<file path="config.mk">
export PLATFORM = sky130hd
export DESIGN_NAME = tournament_selector
export DESIGN_NICKNAME = d
export VERILOG_FILES = /design/src/rtl/tournament_selector_pkg.sv /design/src/rtl/meta_counter_table.sv /design/src/rtl/tournament_selector.sv
export SDC_FILE = /design/constraint.sdc
export NUM_CORES = 1
export LEC_CHECK = 0
export ABC_AREA = 1
export CAP_MARGIN = 30
export CORE_ASPECT_RATIO = 0.7
export CORE_UTILIZATION = 50
export DETAILED_ROUTE_END_ITERATION = 7
export DONT_BUFFER_PORTS = 1
export PLACE_DENSITY_LB_ADDON = 0.1
export SETUP_SLACK_MARGIN = 0.15
export SYNTH_ARGS = -nofsm -noshare
export SYNTH_HDL_FRONTEND = slang
export SYNTH_SLANG_ARGS = --single-unit
</file>
<file path="constraint.sdc">
create_clock -name clk -period 8.7 [get_ports clk]
set_input_delay 2.175 -clock clk [delete_from_list [all_inputs] [get_ports clk]]
set_output_delay 2.175 -clock clk [all_outputs]
set_load 0.005 [all_outputs]
</file>
<file path="src/rtl/tournament_selector_pkg.sv">
// -----------------------------------------------------------------------------
// tournament_selector_pkg
//
// Shared types and constants for the tournament (meta) branch-predictor
// selector and its counter table.
//
//   lc3b_word          16-bit machine word (PC width)
//   lc3b_pred_sel      which direction predictor to trust (P0 local, P1 global)
//   tournament_state_t selector FSM: table-initialisation sweep, then normal run
//   meta_init_val()    weakly-P0 counter value for a given counter width
//   META_INIT_WEAK_P0  weakly-P0 value for the default 2-bit counters
// -----------------------------------------------------------------------------
package tournament_selector_pkg;

    typedef logic [15:0] lc3b_word;

    typedef enum logic {
        PRED_P0 = 1'b0,
        PRED_P1 = 1'b1
    } lc3b_pred_sel;

    typedef enum logic {
        TS_INIT = 1'b0,
        TS_RUN  = 1'b1
    } tournament_state_t;

    // Largest value whose MSB is still 0: the counter leans to P0 but a single
    // P1-favouring update flips the choice.
    function automatic int unsigned meta_init_val(input int unsigned ctr_bits);
        return (32'd1 << (ctr_bits - 1)) - 32'd1;
    endfunction

    localparam int unsigned META_DEFAULT_CTR_BITS = 2;
    localparam int unsigned META_INIT_WEAK_P0     = meta_init_val(META_DEFAULT_CTR_BITS);

endpackage

</file>
<file path="src/rtl/meta_counter_table.sv">
// -----------------------------------------------------------------------------
// meta_counter_table
//
// Storage for the tournament selector's saturating meta-counters. No reset:
// contents are defined by the selector's post-reset initialisation sweep.
//
// Ports:
//   clk_i        clock; the write port updates on the rising edge
//   rd_index_i   prediction-side read index (IF)
//   rd_data_o    counter at rd_index_i, combinational
//   rmw_index_i  update-side read index (WB read-modify-write)
//   rmw_data_o   counter at rmw_index_i, combinational
//   wr_en_i      write enable
//   wr_index_i   write index
//   wr_data_i    write data
//
// Reads return the pre-edge contents; a write is visible from the next cycle.
// -----------------------------------------------------------------------------
module meta_counter_table #(
    parameter int unsigned INDEX_BITS = 8,
    parameter int unsigned CTR_BITS   = 2
) (
    input  logic                  clk_i,
    input  logic [INDEX_BITS-1:0] rd_index_i,
    output logic [CTR_BITS-1:0]   rd_data_o,
    input  logic [INDEX_BITS-1:0] rmw_index_i,
    output logic [CTR_BITS-1:0]   rmw_data_o,
    input  logic                  wr_en_i,
    input  logic [INDEX_BITS-1:0] wr_index_i,
    input  logic [CTR_BITS-1:0]   wr_data_i
);

    localparam int unsigned Depth = 1 << INDEX_BITS;

    logic [CTR_BITS-1:0] mem_q [Depth];

    always_ff @(posedge clk_i) begin
        if (wr_en_i) begin
            mem_q[wr_index_i] <= wr_data_i;
        end
    end

    assign rd_data_o  = mem_q[rd_index_i];
    assign rmw_data_o = mem_q[rmw_index_i];

endmodule

</file>
<file path="src/rtl/tournament_selector.sv">
// -----------------------------------------------------------------------------
// tournament_selector
//
// Chooses between direction predictor P0 (local) and P1 (global) for the
// branch in IF using a table of saturating meta-counters. The table index is
// the PC (bit 0 dropped) XORed with a retired global history register; the
// pipeline carries that index to WB so the update hits the entry that was read.
// After reset a sweep writes the weakly-P0 value to every entry, one per cycle,
// and raises ready when the last entry has been written.
//
// Ports:
//   clk             clock, all state on rising edge
//   rst_n           synchronous active-low reset
//   if_pc           PC of the instruction in IF
//   if_index        table index used for this prediction
//   pred_select     0 = use P0, 1 = use P1 (forced 0 until ready)
//   ready           high once the initialisation sweep is complete
//   wb_isbranch     conditional branch retiring in WB this cycle
//   wb_index        if_index captured when that branch was in IF
//   wb_taken        resolved direction of the WB branch
//   p0_pred_correct P0 predicted the WB branch correctly
//   p1_pred_correct P1 predicted the WB branch correctly
// -----------------------------------------------------------------------------
module tournament_selector
    import tournament_selector_pkg::*;
#(
    parameter int unsigned INDEX_BITS = 8,
    parameter int unsigned CTR_BITS   = 2,
    parameter int unsigned HIST_BITS  = 4
) (
    input  logic                  clk,
    input  logic                  rst_n,
    input  lc3b_word              if_pc,
    output logic [INDEX_BITS-1:0] if_index,
    output logic                  pred_select,
    output logic                  ready,
    input  logic                  wb_isbranch,
    input  logic [INDEX_BITS-1:0] wb_index,
    input  logic                  wb_taken,
    input  logic                  p0_pred_correct,
    input  logic                  p1_pred_correct
);

    // A zero-length history still needs a legal vector; it is simply not
    // folded into the index in that configuration.
    localparam int unsigned GhrW = (HIST_BITS > 0) ? HIST_BITS : 1;

    localparam logic [CTR_BITS-1:0] InitVal = CTR_BITS'(meta_init_val(CTR_BITS));
    localparam logic [CTR_BITS-1:0] CtrMax  = {CTR_BITS{1'b1}};

    if (HIST_BITS > INDEX_BITS) begin : g_bad_hist_bits
        $error("tournament_selector: HIST_BITS must not exceed INDEX_BITS");
    end
    if (CTR_BITS < 2 || CTR_BITS > 4) begin : g_bad_ctr_bits
        $error("tournament_selector: CTR_BITS must be in 2..4");
    end
    if (INDEX_BITS > 15) begin : g_bad_index_bits
        $error("tournament_selector: INDEX_BITS must fit in PC bits 15:1");
    end

    tournament_state_t     state_q,    state_d;
    logic [INDEX_BITS-1:0] init_ptr_q, init_ptr_d;
    logic [GhrW-1:0]       ghr_q,      ghr_d;
    logic                  ready_q,    ready_d;

    logic                  tbl_we;
    logic [INDEX_BITS-1:0] tbl_wr_index;
    logic [CTR_BITS-1:0]   tbl_wr_data;
    logic [CTR_BITS-1:0]   tbl_rd_data;
    logic [CTR_BITS-1:0]   tbl_rmw_data;

    logic [INDEX_BITS-1:0] pc_index;

    // -------------------------------------------------------------------------
    // Index hash
    // -------------------------------------------------------------------------
    assign pc_index = if_pc[INDEX_BITS:1];

    if (HIST_BITS > 0) begin : g_hist_index
        assign if_index = pc_index ^ INDEX_BITS'(ghr_q[HIST_BITS-1:0]);
    end else begin : g_pc_index
        assign if_index = pc_index;

        logic unused_ghr;
        assign unused_ghr = ^ghr_q;
    end

    // Bit 0 never distinguishes branches (word-aligned PCs); upper bits alias.
    logic unused_pc_bits;
    assign unused_pc_bits = ^{if_pc[15:INDEX_BITS+1], if_pc[0]};

    // -------------------------------------------------------------------------
    // Counter storage
    // -------------------------------------------------------------------------
    meta_counter_table #(
        .INDEX_BITS(INDEX_BITS),
        .CTR_BITS  (CTR_BITS)
    ) u_table (
        .clk_i      (clk),
        .rd_index_i (if_index),
        .rd_data_o  (tbl_rd_data),
        .rmw_index_i(wb_index),
        .rmw_data_o (tbl_rmw_data),
        .wr_en_i    (tbl_we),
        .wr_index_i (tbl_wr_index),
        .wr_data_i  (tbl_wr_data)
    );

    // -------------------------------------------------------------------------
    // Next-state: init sweep, saturating update, history shift
    // -------------------------------------------------------------------------
    always_comb begin
        state_d      = state_q;
        init_ptr_d   = init_ptr_q;
        ghr_d        = ghr_q;
        ready_d      = ready_q;
        tbl_we       = 1'b0;
        tbl_wr_index = wb_index;
        tbl_wr_data  = tbl_rmw_data;

        unique case (state_q)
            TS_INIT: begin
                // WB traffic is ignored entirely while the sweep runs.
                tbl_we       = rst_n;
                tbl_wr_index = init_ptr_q;
                tbl_wr_data  = InitVal;
                init_ptr_d   = init_ptr_q + INDEX_BITS'(1);
                if (init_ptr_q == {INDEX_BITS{1'b1}}) begin
                    state_d = TS_RUN;
                    ready_d = 1'b1;
                end
            end

            TS_RUN: begin
                if (wb_isbranch) begin
                    // Retired history: shifts on every branch, counter or not.
                    ghr_d = GhrW'({ghr_q, wb_taken});
                    if (p1_pred_correct && !p0_pred_correct) begin
                        if (tbl_rmw_data != CtrMax) begin
                            tbl_we      = rst_n;
                            tbl_wr_data = tbl_rmw_data + CTR_BITS'(1);
                        end
                    end else if (p0_pred_correct && !p1_pred_correct) begin
                        if (tbl_rmw_data != '0) begin
                            tbl_we      = rst_n;
                            tbl_wr_data = tbl_rmw_data - CTR_BITS'(1);
                        end
                    end
                end
            end

            default: begin
                state_d = TS_INIT;
            end
        endcase
    end

    always_ff @(posedge clk) begin
        if (!rst_n) begin
            state_q    <= TS_INIT;
            init_ptr_q <= '0;
            ghr_q      <= '0;
            ready_q    <= 1'b0;
        end else begin
            state_q    <= state_d;
            init_ptr_q <= init_ptr_d;
            ghr_q      <= ghr_d;
            ready_q    <= ready_d;
        end
    end

    // -------------------------------------------------------------------------
    // Outputs
    // -------------------------------------------------------------------------
    lc3b_pred_sel sel;

    always_comb begin
        sel = PRED_P0;
        if (ready_q && tbl_rd_data[CTR_BITS-1]) begin
            sel = PRED_P1;
        end
    end

    assign pred_select = sel;
    assign ready       = ready_q;

endmodule

</file>
==> results of run 1 <==
cell families (layout without fill, tap and decap cells):
kind of cell | Yosys count | count (layout) | share of synthesized area
buffers and inverters | 293 | 189 | 0.05682
and+or+nand+nor | 1903 | 1903 | 0.2931
adders and majority gates | 1 | 1 | 0.0004527
xor gates and xnor gates | 3 | 3 | 0.0009509
DFF | 526 | 526 | 0.5665
AOI/OAI and AO/OA | 288 | 288 | 0.08226
critical path, stage by stage:
cell and delay (ns):
xnor2_2 0.14, buf_4 0.57, buf_4 0.55, nand3_1 0.15, nand3_1 0.11, nand3_1 0.13
nand3_1 0.15, nand3_1 0.22, a31o_2 0.27, a31oi_1 0.15, nor2_1 0.10
worst max path at each step:
stage	from	endpoint	slack, ns
6_report	if_pc[2]	pred_select	1.78
4_1_cts	if_pc[2]	pred_select	1.84
3_3_place_gp	if_pc[2]	pred_select	1.85
2_1_floorplan	wb_index[0]	u_table.mem_q[0][0]	0.65
5_1_grt	if_pc[2]	pred_select	1.75
3_5_place_dp	if_pc[2]	pred_select	1.84
synth_stat cells:
| cell type | count |
|---|---|
| nand2_1 | 1100 |
| nand3_1 | 745 |
| edfxtp_1 | 512 |
| a21oi_2 | 219 |
| clkbuf_1 | 110 |
| buf_2 | 59 |
| nor2_1 | 50 |
| a21oi_1 | 48 |
| inv_1 | 32 |
| buf_4 | 31 |
| buf_1 | 23 |
| buf_6 | 20 |
| o21ai_0 | 16 |
| dfxtp_1 | 14 |
| buf_8 | 11 |
| clkinv_1 | 3 |
| nor3_1 | 3 |
| xnor2_1 | 3 |
| inv_2 | 2 |
| o211ai_1 | 2 |
| a31o_2 | 1 |
| a31oi_1 | 1 |
| clkbuf_4 | 1 |
| ha_1 | 1 |
| inv_4 | 1 |
| nand2_2 | 1 |
| nand2_4 | 1 |
| nand3b_1 | 1 |
| nand4_1 | 1 |
| nor3b_1 | 1 |
| o21ai_1 | 1 |
routing by layer:
| layer | track usage | vias up | part of all wire |
|---|---|---|---|
| met2 | 0.4967 | 1364 | 0.44 |
| met4 | 0.1125 | 0 | 0.035 |
| met1 | 0.4502 | 10770 | 0.41 |
| li1 | - | 10140 | - |
| met5 | 0 | - | 0 |
| met3 | 0.06502 | 225 | 0.11 |
sequential cells by signal (all words and copies together), names as in the netlist:
name,flops
ghr_q,4
init_ptr_q,8
ready,1
state_q,1
u_table.mem_q,512
area by class of cell:
type | count | area (sq um) | area share
Clock buffer | 73 | 1495 | 0.05034
Timing Repair Buffer | 58 | 740.7 | 0.02494
Inverter | 38 | 160.2 | 0.005392
Multi-Input combinational cell | 2195 | 10570 | 0.3560
Tap cell | 730 | 913.4 | 0.03075
Clock inverter | 20 | 165.2 | 0.005560
Sequential cell | 526 | 15660 | 0.5271
through the flow:
| step | setup WS [ns] | power (mW) | hold WS [ns] |
|---|---|---|---|
| after floorplan | 0.6548 | 3.075 | 0.4528 |
| after global placement | 1.854 | 3.174 | 0.4652 |
| after detailed placement | 1.844 | 3.179 | 0.4790 |
| after CTS | 1.839 | 5.401 | 0.4886 |
| after global routing | 1.746 | 5.534 | 0.5205 |
| final | 1.778 | 5.406 | 0.4874 |
placed cells by master, fill, tap and decap left out, types with 2 or more instances in the layout:
| cell | netlist | layout |
|---|---|---|
| o211ai_1 | 2 | 2 |
| nor2_4 | 0 | 15 |
| bufinv_16 | 0 | 3 |
| clkinv_2 | 0 | 9 |
| o21ai_0 | 16 | 16 |
| buf_12 | 0 | 12 |
| nor3_1 | 3 | 3 |
| buf_16 | 0 | 7 |
| clkbuf_8 | 0 | 3 |
| buf_4 | 31 | 35 |
| nor2_1 | 50 | 34 |
| clkbuf_1 | 110 | 14 |
| inv_4 | 1 | 2 |
| inv_1 | 32 | 27 |
| clkbuf_16 | 0 | 56 |
| buf_6 | 20 | 4 |
| a21oi_1 | 48 | 48 |
| xnor2_2 | 0 | 3 |
| clkinv_1 | 3 | 11 |
| a21oi_2 | 219 | 219 |
| inv_2 | 2 | 4 |
| dfxtp_1 | 14 | 14 |
| nand3_1 | 745 | 745 |
| nand2_1 | 1100 | 1098 |
| nand2_4 | 1 | 2 |
| edfxtp_1 | 512 | 512 |
power groups by stage:
stage               Sequential (mW)  Combinational, mW  Clock (mW)
detailed placement             2.79              0.385           0
global placement               2.79              0.381           0
global route                   2.74              0.430        2.37
finish                         2.74              0.407        2.26
CTS                            2.74              0.387        2.27
floorplan                      2.79              0.282           0
==> flow_summary.yaml, run 1 <==
place:
  io_buffer_count: 0
  place_area_sq_um: 27960
  placed_cells: 3544
  gp_congestion: 0.9055
  dp_hpwl_microns: 47040
sta:
  setup_violations: 0
  post-route-period-util: 0.7956
  finalClockSkew_ns: 0.02402
  slew_viol_final: 0
  period_minus_slack_ns: 6.922
  relSlewSlack: 0.1728
  worst_slew_pin_slew_ns: 1.241
  finalSetupTns_ns: 0
  rsz0062_at_grt: "no"
  clock.fmax_mhz: 144.5
  hold_violations: 0
power:
  clkPwrFrac: 0.418
  internal-power_mw: 4.125
  switching_share: 0.2369
  vdd_drop_max_mv: 0.1379
  p_per_area_nw_per_um2: 182.0
  leakagePower_nw: 10.05
  p_sw_mw: 1.281
  p_comb_frac: 0.075
  p_seq_frac: 0.507
clocking:
  numCtsBuffers: 52
  h-tree-depth: 2
  clk_pin_slew_ns: 0.06
  root_buffer: "clkbuf_16"
  numClockSinks: 526
  clock_path_buffers: 3
  ctsResizeCount: 0
  cts_setup_buffers: 0
  tritoncts: "done"
  clock_latency_ns: 0.61
  cts_hold_buf: 0
worst_setup_path:
  crit_type: "primary input to output pin"
  startpoint_type: "primary input"
  rrSetupSlack_ns: 5.32
  r2r_end: "u_table.mem_q[47][0]"
  crit_fanout: 37
  r2r-start: "u_table.mem_q[42][1]"
  cp.arrival_ns: 4.75
  setup.worst_path.end_class: "output pin"
  cp_data_required_time_ns: 6.53
  rr_worst_depth: 14
global_route:
  grt_pass1_vias: 21280
  track_usage: 0.3210
  grt_start_max_net_pins: 258
  grt_overflow_total: 0
  grt_pass1_wl_microns: 135300
  antenna_found_initial: 0
outcome:
  status: "finished clean"
finish:
  drive_gt1_frac: 0.1306
  instances_no_fill: 3640
  fill_cells: 4832
  final_cell_area_sq_um: 29700
  diodes: 0
  finish.utilization: 0.5481
  area_delta_synth_final_pct: 7.475
  fin_nets: 2902
floorplan:
  dieWidth_microns: 283
  io_pins: 40
  die_area_sq_um: 56230
  rows: 71
  initial_core_util: 0.5100
  die_h_microns: 198.7
  coreArea_sq_um: 54190
drt:
  post-route-drc-count: 0
  drt_iter0_drc: 3130
  drtAntennaViolNets: 0
  vias: 22500
  drt-pass1-iter-count: 6
  vias_per_cell: 6.181
  wl_per_cell_microns: 24.86
  wirelength_microns: 90490
yosys:
  synth_fp_nets: 3045
  synthDistinctLibCells: 31
  avgSynthCellArea_sq_um: 9.169
  yosys_warnings: 0
  ys_top_cells_by_area: "edfxtp_1 56%, nand2_1 15%, nand3_1 13%"
  synth_top_area_frac: 0.5563
  synth_seq_cells: 526
  yosys.area.top_type: "edfxtp_1"
  syn_area_sq_um: 27640
  seq_area_frac_synth: 0.5665
  syn_inst: 3014
job:
  max_cap_viol_count: 0
worst_hold_path:
  whs_path_depth: 2
  holdPathEnd: "init_ptr_q[1]"
  hold_class: "flip-flop to flip-flop"
  hp-start: "init_ptr_q[1]"
(Power assumes the default switching activity.)
==> run 2, diff against run 1 <==
==> constraint.sdc (replaced) <==
create_clock -name clk -period 6.4 [get_ports clk]
set_input_delay 1.6 -clock clk [delete_from_list [all_inputs] [get_ports clk]]
set_output_delay 1.6 -clock clk [all_outputs]
set_load 0.005 [all_outputs]
==> flow_summary.yaml, run 2 (same netlist as run 1, synthesis figures left out) <==
job:
  max_cap_viol_count: 0
floorplan:
  initial_core_util: 0.5100
  die_area_sq_um: 56230
  io_pins: 40
  coreArea_sq_um: 54190
  dieWidth_microns: 283
  rows: 71
  die_h_microns: 198.7
worst_setup_path:
  cp_data_required_time_ns: 4.80
  cp_slowest_cell: "buf_12"
  rr_worst_depth: 16
  crit_type: "primary input to output pin"
  crit_fanout: 76
  r2r-start: "u_table.mem_q[77][1]"
  setup.worst_path.end_class: "output pin"
  max_stage_delay_ns: 0.40
  r2r_end: "u_table.mem_q[213][1]"
  cpMostUsedCell: "nand3_1"
  cp.arrival_ns: 4.01
  rrSetupSlack_ns: 2.86
  startpoint_type: "primary input"
  crit_chain: "inv_1, nand2_1, nand2_4, inv_4, buf_12, nand2_1, nand3_1, nand3_1, nand3_1, nand3_1, nand3_1, nand3_1, nand3_1, nand2_1, nor2_1"
drt:
  drt-pass1-iter-count: 6
  vias_per_cell: 6.168
  wl_per_cell_microns: 24.52
  drt_iter0_drc: 2690
  vias: 22550
  post-route-drc-count: 0
  drtAntennaViolNets: 0
  wirelength_microns: 89630
global_route:
  grt_start_max_net_pins: 258
  grt_pass1_wl_microns: 134300
  track_usage: 0.3178
  antenna_found_initial: 1
  grt_pass1_vias: 21400
  grt_overflow_total: 0
worst_hold_path:
  holdPathEnd: "init_ptr_q[1]"
  hp-start: "init_ptr_q[1]"
  whs_path_depth: 2
  hold_class: "flip-flop to flip-flop"
place:
  dp_hpwl_microns: 47780
  dp_slack_ns: 0.8727
  gp_congestion: 0.8914
  place_area_sq_um: 28110
  io_buffer_count: 0
sta:
  finalClockSkew_ns: 0.02523
  hold_violations: 0
  relSlewSlack: 0.1532
  clock.fmax_mhz: 178.3
  post-route-period-util: 0.8766
  rsz0062_at_grt: "no"
  setup_violations: 0
  slew_viol_final: 0
  period_minus_slack_ns: 5.610
  timing.final.ws_setup_ns: 0.7899
  worst_slew_pin_slew_ns: 1.270
clocking:
  tritoncts: "done"
  cts_setup_buffers: 0
  ctsResizeCount: 0
  numClockSinks: 526
  root_buffer: "clkbuf_16"
  numCtsBuffers: 53
  clock_latency_ns: 0.62
  cts_hold_buf: 0
  h-tree-depth: 2
  clock_path_buffers: 3
  clk_pin_slew_ns: 0.06
finish:
  final_common_cell: "nand2_1"
  largest-register: "u_table.mem_q"
  final_cell_mix: "1,094 x nand2_1, 744 x nand3_1, 512 x edfxtp_1, 219 x a21oi_2, 55 x clkbuf_16"
  drive_gt1_frac: 0.1337
  fin_nets: 2912
  area_delta_synth_final_pct: 7.710
  final_cell_area_sq_um: 29770
  reg_top3: "u_table.mem_q (512), init_ptr_q (8), ghr_q (4)"
  largest_reg_flops: 512
outcome:
  status: "finished clean"
power:
  p_per_area_nw_per_um2: 245.0
  vdd_drop_max_mv: 0.2007
  power_mw: 7.293
  leakagePower_nw: 10.08
==> run 2: cell count changes in the layout (fill, tap and decap cells not counted), moves of 4 or more <==
cell and change:
buf_12 +9, buf_4 +6, clkinv_1 +6, buf_16 -5, clkinv_2 -5, nor2_2 +5, nor2_4 -5, nand2_1 -4
nand2_2 +4
==> run 2: final cells by class <==
type	instances	area, sq um
clock inverter	22	150.1
antenna	2	5.005
tap	730	913.4
multi-input combinational	2195	10560
clock buffer	76	1505
sequential	526	15660
timing repair buffer	67	817.0
fill	4754	24420
inverter	38	158.9
==> run 2: metal layers <==
layer | track usage | share of wire | routed length, microns
met1 | 0.4425 | 0.41 | 36760
met3 | 0.07122 | 0.12 | 10320
met5 | 0 | 0 | 0
met2 | 0.4808 | 0.44 | 39030
met4 | 0.1322 | 0.039 | 3519
==> run 2: power by group <==
| part | switching (mW) | internal (mW) |
|---|---|---|
| clock network | 1.32 | 1.71 |
| registers | 0.00162 | 3.72 |
| logic | 0.395 | 0.143 |
==> run 2: critical path, delay by kind of cell <==
family                 cells  cell delay [ns]
AND/OR/NAND/NOR           12             1.78
buffers and inverters      3             0.60
==> run 2: worst max-delay path by stage <==
stage                     slack, ns  cells after the start        start                  end
after CTS                      0.87                     15     if_pc[1]          pred_select
after global placement         0.82                     15     if_pc[1]          pred_select
after floorplan               -1.00                     16  wb_index[0]  u_table.mem_q[0][0]
final                          0.79                     15     if_pc[1]          pred_select
after global routing           0.59                     15     if_pc[1]          pred_select
after detailed placement       0.87                     15     if_pc[1]          pred_select
==> run 2: stage by stage <==
step | util | TNS (ns) | std cells | hold slack, ns
after floorplan | - | -256.06 | 3014 | 0.4528
after global placement | 0.5162 | 0 | 3548 | 0.4642
after detailed placement | 0.5187 | 0 | 3556 | 0.4713
after CTS | 0.5492 | 0 | 3654 | 0.4811
after global routing | 0.5492 | 0 | 3654 | 0.5034
final | 0.5493 | 0 | 3656 | 0.4893
